--- src/rtl/spi_rx_pkg.sv ---
// Shared types and constants for the SPI mode-0 MISO receiver.
package spi_rx_pkg;

  typedef enum logic [2:0] {
    IDLE,
    SETUP,
    XFER,
    STALL,
    HOLD
  } state_e;

  localparam int unsigned CLK_DIV_DEF = 4;
  localparam int unsigned DATA_W_DEF  = 8;
  localparam int unsigned LEN_W_DEF   = 8;

  // Mode 0: sck idles low; miso is sampled on the edge leaving the idle level.
  localparam logic SCK_IDLE     = 1'b0;
  localparam logic SAMPLE_LEVEL = 1'b0;
  localparam logic CS_ACTIVE    = 1'b0;

endpackage

--- src/rtl/spi_sck_tick.sv ---
// sck half-period divider: tick_o marks the last clk cycle of each CLK_DIV-cycle half period.
module spi_sck_tick #(
  parameter int unsigned CLK_DIV = 4
) (
  input  logic clk,
  input  logic rst,
  input  logic en_i,
  input  logic clr_i,
  output logic tick_o
);

  localparam int unsigned    CW   = $clog2(CLK_DIV);
  localparam logic [CW-1:0]  LAST = CW'(CLK_DIV - 1);

  logic [CW-1:0] cnt_q, cnt_d;

  always_comb begin
    cnt_d = cnt_q;
    if (clr_i) begin
      cnt_d = '0;
    end else if (en_i) begin
      cnt_d = (cnt_q == LAST) ? '0 : cnt_q + 1'b1;
    end
  end

  assign tick_o = en_i && !clr_i && (cnt_q == LAST);

  always_ff @(posedge clk) begin
    if (rst) begin
      cnt_q <= '0;
    end else begin
      cnt_q <= cnt_d;
    end
  end

endmodule

--- src/rtl/spi_miso_receiver.sv ---
// SPI mode-0 controller-side receiver: frames cs, drives sck, assembles words onto a valid/ready stream.
// Build option SPI_RX_LSB_FIRST_EN selects LSB-first shifting (default MSB first).
module spi_miso_receiver
  import spi_rx_pkg::*;
#(
  parameter int unsigned CLK_DIV = CLK_DIV_DEF,
  parameter int unsigned DATA_W  = DATA_W_DEF,
  parameter int unsigned LEN_W   = LEN_W_DEF
) (
  input  logic              clk,
  input  logic              rst,
  input  logic              start,
  input  logic [LEN_W-1:0]  len,
  input  logic              miso,
  output logic              sck,
  output logic              cs,
  output logic [DATA_W-1:0] data_out,
  output logic              data_valid,
  input  logic              data_ready,
  output logic              busy,
  output logic              done
);

  localparam int unsigned   BW        = $clog2(DATA_W + 1);
  localparam logic [BW-1:0] BITS_FULL = BW'(DATA_W);

  state_e             state_q, state_d;
  logic               sck_q, sck_d;
  logic               cs_q, cs_d;
  logic               valid_q, valid_d;
  logic               done_q, done_d;
  logic [DATA_W-1:0]  dout_q, dout_d;
  logic [DATA_W-1:0]  sh_q, sh_d;
  logic [BW-1:0]      bits_q, bits_d;
  logic [LEN_W-1:0]   words_q, words_d;
  logic               tick;
  logic               load;
  logic               div_en;
  logic               div_clr;

  assign div_en  = (state_q == SETUP) || (state_q == XFER) || (state_q == HOLD);
  assign div_clr = (state_q == IDLE);

  spi_sck_tick #(
    .CLK_DIV (CLK_DIV)
  ) u_tick (
    .clk    (clk),
    .rst    (rst),
    .en_i   (div_en),
    .clr_i  (div_clr),
    .tick_o (tick)
  );

  always_comb begin
    state_d = state_q;
    sck_d   = sck_q;
    cs_d    = cs_q;
    valid_d = valid_q;
    done_d  = 1'b0;
    dout_d  = dout_q;
    sh_d    = sh_q;
    bits_d  = bits_q;
    words_d = words_q;
    load    = 1'b0;

    if (valid_q && data_ready) begin
      valid_d = 1'b0;
    end

    case (state_q)
      IDLE: begin
        if (start && len != '0) begin
          words_d = len;
          bits_d  = '0;
          cs_d    = CS_ACTIVE;
          state_d = SETUP;
        end
      end
      SETUP: begin
        if (tick) begin
          state_d = XFER;
        end
      end
      XFER: begin
        if (tick) begin
          if (sck_q == SAMPLE_LEVEL) begin
            sck_d  = ~sck_q;
`ifdef SPI_RX_LSB_FIRST_EN
            sh_d   = {miso, sh_q[DATA_W-1:1]};
`else
            sh_d   = {sh_q[DATA_W-2:0], miso};
`endif
            bits_d = bits_q + 1'b1;
          end else begin
            sck_d = SCK_IDLE;
            if (bits_q == BITS_FULL) begin
              bits_d = '0;
              if (!valid_q || data_ready) begin
                load = 1'b1;
              end else begin
                state_d = STALL;
              end
            end
          end
        end
      end
      STALL: begin
        if (data_ready) begin
          load = 1'b1;
        end
      end
      HOLD: begin
        if (tick) begin
          cs_d    = ~CS_ACTIVE;
          done_d  = 1'b1;
          state_d = IDLE;
        end
      end
      default: state_d = IDLE;
    endcase

    // A load overrides the accept-clear above, so accept+load keeps valid high.
    if (load) begin
      dout_d  = sh_q;
      valid_d = 1'b1;
      words_d = words_q - 1'b1;
      state_d = (words_q == LEN_W'(1)) ? HOLD : XFER;
    end
  end

  always_ff @(posedge clk) begin
    if (rst) begin
      state_q <= IDLE;
      sck_q   <= SCK_IDLE;
      cs_q    <= ~CS_ACTIVE;
      valid_q <= 1'b0;
      done_q  <= 1'b0;
      dout_q  <= '0;
      sh_q    <= '0;
      bits_q  <= '0;
      words_q <= '0;
    end else begin
      state_q <= state_d;
      sck_q   <= sck_d;
      cs_q    <= cs_d;
      valid_q <= valid_d;
      done_q  <= done_d;
      dout_q  <= dout_d;
      sh_q    <= sh_d;
      bits_q  <= bits_d;
      words_q <= words_d;
    end
  end

  assign sck        = sck_q;
  assign cs         = cs_q;
  assign data_out   = dout_q;
  assign data_valid = valid_q;
  assign done       = done_q;
  assign busy       = (state_q != IDLE);

endmodule

--- config.mk ---
export PLATFORM = sky130hd
export DESIGN_NAME = spi_miso_receiver
export DESIGN_NICKNAME = d
export VERILOG_FILES = /design/src/rtl/spi_rx_pkg.sv /design/src/rtl/spi_sck_tick.sv /design/src/rtl/spi_miso_receiver.sv
export SDC_FILE = /design/constraint.sdc
export NUM_CORES = 1
export LEC_CHECK = 0
export ABC_AREA = 1
export CORE_MARGIN = 10
export CORE_UTILIZATION = 50
export CTS_BUF_LIST = sky130_fd_sc_hd__clkbuf_4 sky130_fd_sc_hd__clkbuf_8
export DETAILED_ROUTE_END_ITERATION = 6
export GPL_TIMING_DRIVEN = 0
export PLACE_DENSITY = 0.74
export SYNTH_ARGS = -nofsm -noshare
export SYNTH_HDL_FRONTEND = slang
export SYNTH_SLANG_ARGS = --single-unit
--- constraint.sdc ---
create_clock -name clk -period 3.9 [get_ports clk]
set_clock_uncertainty 0.2 [all_clocks]
set_input_delay 0.585 -clock clk [delete_from_list [all_inputs] [get_ports clk]]
set_output_delay 0.585 -clock clk [all_outputs]
set_load 0.005 [all_outputs]
* Word-level counts from Yosys, hierarchy flattened
Cells that the tools add are included.
Storage, ports and cells: bits in registers 37, input port bits 13, logic and storage cells 91
Cells by class: $add $sub $neg 3, equal/unequal tests 19, muxes and demuxes 32, bitwise gates (word level) 2, reduce and logical (&&, ||, !) cells 25
Operators by type and width (number):
- two-way mux 3 bit | 9
- two-way mux 8 bit | 3
- inequality test 3 bit (second input constant) | 6
- two-way mux 4 bit | 4
- case mux 3 bit (5 select lines) | 1
- two-way mux 1 bit | 11
- nonzero test 2 bit | 5
- equality test 8 x 1 -> 1 bit (second input constant) | 1
- inequality test 2 bit (second input constant) | 4
- case mux 4 bit (2 select lines) | 1
- AND reduction 8 bit | 1
- nonzero test 8 bit | 1
- subtractor 8 x 1 -> 8 bit (second input constant) | 1
- equality test 3 x 2 -> 1 bit (second input constant) | 2
- inequality test 3 x 2 -> 1 bit (second input constant) | 2
- AND reduction 3 bit | 2
- adder 4 x 1 -> 4 bit (second input constant) | 1
- equality test 4 bit (second input constant) | 1
- logical AND 1 bit | 4
- case mux 1 bit (2 select lines) | 2
- AND reduction 2 bit | 2
- AND reduction 4 bit | 1
- OR reduction 2 bit | 2
- equality test 3 x 1 -> 1 bit (second input constant) | 1
- other kinds (9) | 13

* Longest topological paths before layout
depth in word-level cells 9, depth in mapped cells 12, gate-level depth less buffers 12

* By module
A second synthesis with hierarchy kept.
Second synthesis, totals: cells, all modules 289, area, all modules 1973.1 um^2
Modules (own cells, without submodules):
- spi_miso_receiver | instances 1, cells each 273, area each 1868.0 um^2, seq. area each 700.7 um^2
- spi_sck_tick | instances 1, cells each 16, area each 105.1 um^2, seq. area each 40.0 um^2

* Least setup slack after synthesis
No wires, ideal clock.
path type input-to-reg, start input len[6], end register words_q[0], arrival time 1.385 ns, data required time 3.583 ns, slack 2.198 ns, stages 8, cell sequence nor2_1 nand4_1 nand3_2 clkinv_1 nand2_1 o21ai_0 nor2_1 nor2_1
Between the ends: longest elaborated chain between the ends 4
RTL lines:
- start: declaration | line spi_miso_receiver.sv:13 | input logic [LEN_W-1:0] len,
- nonzero test 8 bit | line spi_miso_receiver.sv:72 | if (start && len != '0) begin
- logical AND 1 bit | line spi_miso_receiver.sv:72
- nonzero test 2 bit (no line)
- AND reduction 2 bit (no line)
- end signal: assignment | line spi_miso_receiver.sv:151 | words_q <= words_d;
- end: declaration | line spi_miso_receiver.sv:35 | logic [LEN_W-1:0] words_q, words_d;
No other way between the ends. A chain may end at the register's enable or synchronous reset.

* Final worst setup path
start register state_q[0], end output busy
Between the ends: longest elaborated chain between the ends 1
RTL lines:
- start: declaration | line spi_miso_receiver.sv:27 | state_e state_q, state_d;
- start signal: assignment | line spi_miso_receiver.sv:143 | state_q <= state_d;
- nonzero test 3 bit | line spi_miso_receiver.sv:160 | assign busy = (state_q != IDLE);
- end: declaration | line spi_miso_receiver.sv:20 | output logic busy,
No other way between the ends.

==> key figures <==
Hold path
  – Cells on Worst Hold Path: 2
  – Hold_sp: sh_q[7]
  – Hold EP: sh_q[7]
  – Hold WC Path Type: flop to flop

Setup path
  – R2R depth: 6
  – Critical Path Sink Type: primary output
  – Worst r2r dst: sh_q[7]
  – Crit path required time: 3.12 ns
  – Startpoint types: flop
  – CP arrival: 1.57 ns
  – Critical-path maximum fanout: 6
  – Kind of critical path: flop to primary output
  – RR Startpoint: state_q[2]
  – Reg2Reg Setup Slack: 2.07 ns

Yosys
  – Gate count of the mapped netlist: about 270
  – Synthesized cell area: 0.00187 mm^2
  – Register area share after synthesis: 39.7%
  – Synth Warn #: 0
  – Post-synthesis cell type count: 29
  – Syn Nets: 289
  – Synthesized flop and latch total: 37
  – Mapped Avg Cell Area: 6.89 um^2

Layout
  – Share of cells above drive strength 1: 8.22%
  – Commonest cells after routing, fill and taps aside: nand2_1 (63), nor2_1 (44), dfxtp_1 (37)
  – FILL cells: around 340
  – Most common cell after layout, fill and taps aside: nand2_1
  – ANT cells: 0
  – Area grow syn2layout: 23.8%
  – Cell area after layout: roughly 0.0023 mm^2
  – Fin nets: 321

Place
  – Gpl congestion: between 0.8 and 0.9
  – Area after DPL: roughly 0.0022 mm^2
  – Number of port buffers: 25
  – HPWL Detailed: roughly 3200 um

Pwr
  – Peak supply drop: 0.359 mV
  – Pwr dens: 571 mW/mm^2
  – Pleak: ~0.96 nW

Routing
  – Routed vias/inst: 5.09
  – Antenna Nets Post-Route: 0
  – First drt pass iteration count: 4
  – DR iter-0 viols: 126
  – Via count: 1793
  – Final WL: 4420 um
  – DRC: 0
  – Routed len/inst: about 13 um

GRT
  – Total grt overflow: 0
  – First-pass GRT wire length: 7530 um
  – Vias in the first global route: between 1500 and 2000
  – Largest net degree at the start of global routing: 13
  – Initial antenna violation count: 0
  – Total GRT Usage: 14.1%

Floorplanning
  – Die area: between 0.006 and 0.007 mm^2
  – Initial core utilization: about half
  – Io pins: 26
  – Num rows: 22
  – Die Y: 81.1 um
  – Die W: 81.1 um
  – Total core area: 0.00363 mm^2

Clock tree
  – # hold bufs at CTS: 0
  – CTS tree: done
  – CTS sink cnt: 37
  – Clock transition at the registers of the reported paths: 0.08 ns
  – Post CTS Setup Buffer Count: 0
  – Latest clock arrival within the worst-skew pair: around 0.29 ns
  – Clk root buf: clkbuf_8
  – PostCTS Resize Cnt: 0
  – Num CTS Buffers: 5
  – H-tree Lvls: 2
  – Clk buf depth: 2

Timing
  – Minimum clock period: 2.35 ns
  – Slew Limit Fails: 0
  – Period utilization: around three fifths
  – FMAX: 425 MHz
  – Final setup TNS: 0 ns
  – Worst-Margin Slew: about 0.54 ns
  – Rel. slew slack: between 60 and 70%
  – Setup-failing EPs final: 0
  – Hold Fails Final Rpt: 0
  – RSZ-0062 raised after global routing: false

Outcome
  – Status: finished clean

Flow run
  – # Max-Cap Violations: 0
-- metrics by stage --
stage	setup slack [ns]	hold WS, ns	util (%)	instances	total power [mW]
2_1_floorplan	2.20	0.229	-	271	0.803
3_3_place_gp	1.47	0.243	60.0	344	0.916
3_5_place_dp	1.49	0.246	60.0	344	0.928
4_1_cts	1.53	0.257	63.6	352	1.32
5_1_grt	1.44	0.286	63.6	352	1.41
6_report	1.55	0.260	63.6	352	1.32
-- routing by layer --
layer  share of wire [%]  up-vias  track usage [%]  wire length [um]
met3                 5.9        7             4.30               260
met4                0.79        0             3.98                35
met1                  46      804             16.8              2050
met2                  47       41             23.9              2070
li1                    -      941                -                 -
met5                   0        -                0                 0
-- cells by family (layout without fill, tap and decap cells) --
family	count (synthesis)	count (layout)	synth area share (%)
AO/OA/AOI/OAI	41	41	11.5
XOR/XNOR	6	6	2.81
adder cells (fa/ha/maj)	5	5	3.35
buffers and inverters	30	63	7.17
flip-flops	37	37	39.7
AND/OR/NAND/NOR	152	152	35.5
-- power breakdown --
group	total, mW	switching [mW]	internal, mW
sequential	0.474	0.0464	0.428
combinational	0.450	0.272	0.178
clock	0.396	0.142	0.254
-- cell type report --
cell class	count	area (um^2)	area share, %
tap	48	60.1	2.60
clock buffer	5	68.8	2.98
sequential	37	741	32.0
buffer	7	45.0	1.95
multi-input combinational	204	993	43.0
timing repair buffer	25	250	10.8
inverter	23	88.8	3.84
clock inverter	3	65.1	2.81
-- worst max path at each step --
stage	cells after the start	startpoint	slack, ns	endpoint
CTS	5	state_q[0]	1.53	busy
detailed placement	9	len[6]	1.49	words_q[0]
global placement	9	len[6]	1.47	words_q[7]
floorplan	8	len[6]	2.20	words_q[0]
global route	5	state_q[0]	1.44	busy
finish	5	state_q[0]	1.55	busy
-- worst max-delay path, cell delays in order, from the launching register on --
cell	delay [ns]
dfxtp_1	0.38
inv_2	0.10
nand2_2	0.07
nor2_2	0.23
inv_1	0.06
clkdlybuf4s50_1	0.44
-- flip-flops by register name, indices dropped and copies added, names as in the netlist --
register,cells
data_valid,1
done,1
bits_q,4
cs,1
sh_q,8
data_out,8
sck,1
u_tick.cnt_q,2
state_q,3
words_q,8
-- synth_stat cells --
library cell | instances | area [um^2]
buf_1 | 1 | 3.75
nor3_1 | 2 | 10.0
nand2_4 | 1 | 11.3
clkinv_1 | 1 | 3.75
o21ai_0 | 15 | 75.1
xor2_1 | 4 | 35.0
inv_2 | 1 | 3.75
inv_4 | 1 | 6.26
or2_2 | 1 | 6.26
buf_4 | 1 | 7.51
buf_6 | 2 | 22.5
nand2_2 | 4 | 25.0
o21ai_1 | 2 | 10.0
dfxtp_1 | 37 | 741
xnor2_1 | 2 | 17.5
nor2_4 | 1 | 11.3
nand4_1 | 5 | 31.3
inv_1 | 20 | 75.1
nor2_2 | 3 | 18.8
a211oi_1 | 1 | 7.51
o22ai_2 | 1 | 12.5
nand3_1 | 26 | 130
a21oi_1 | 22 | 110
ha_1 | 5 | 62.6
nand2_1 | 63 | 236
nand3b_1 | 1 | 7.51
nand3_2 | 1 | 10.0
nor2_1 | 44 | 165
clkbuf_1 | 3 | 11.3
(Power assumes the default switching activity.)
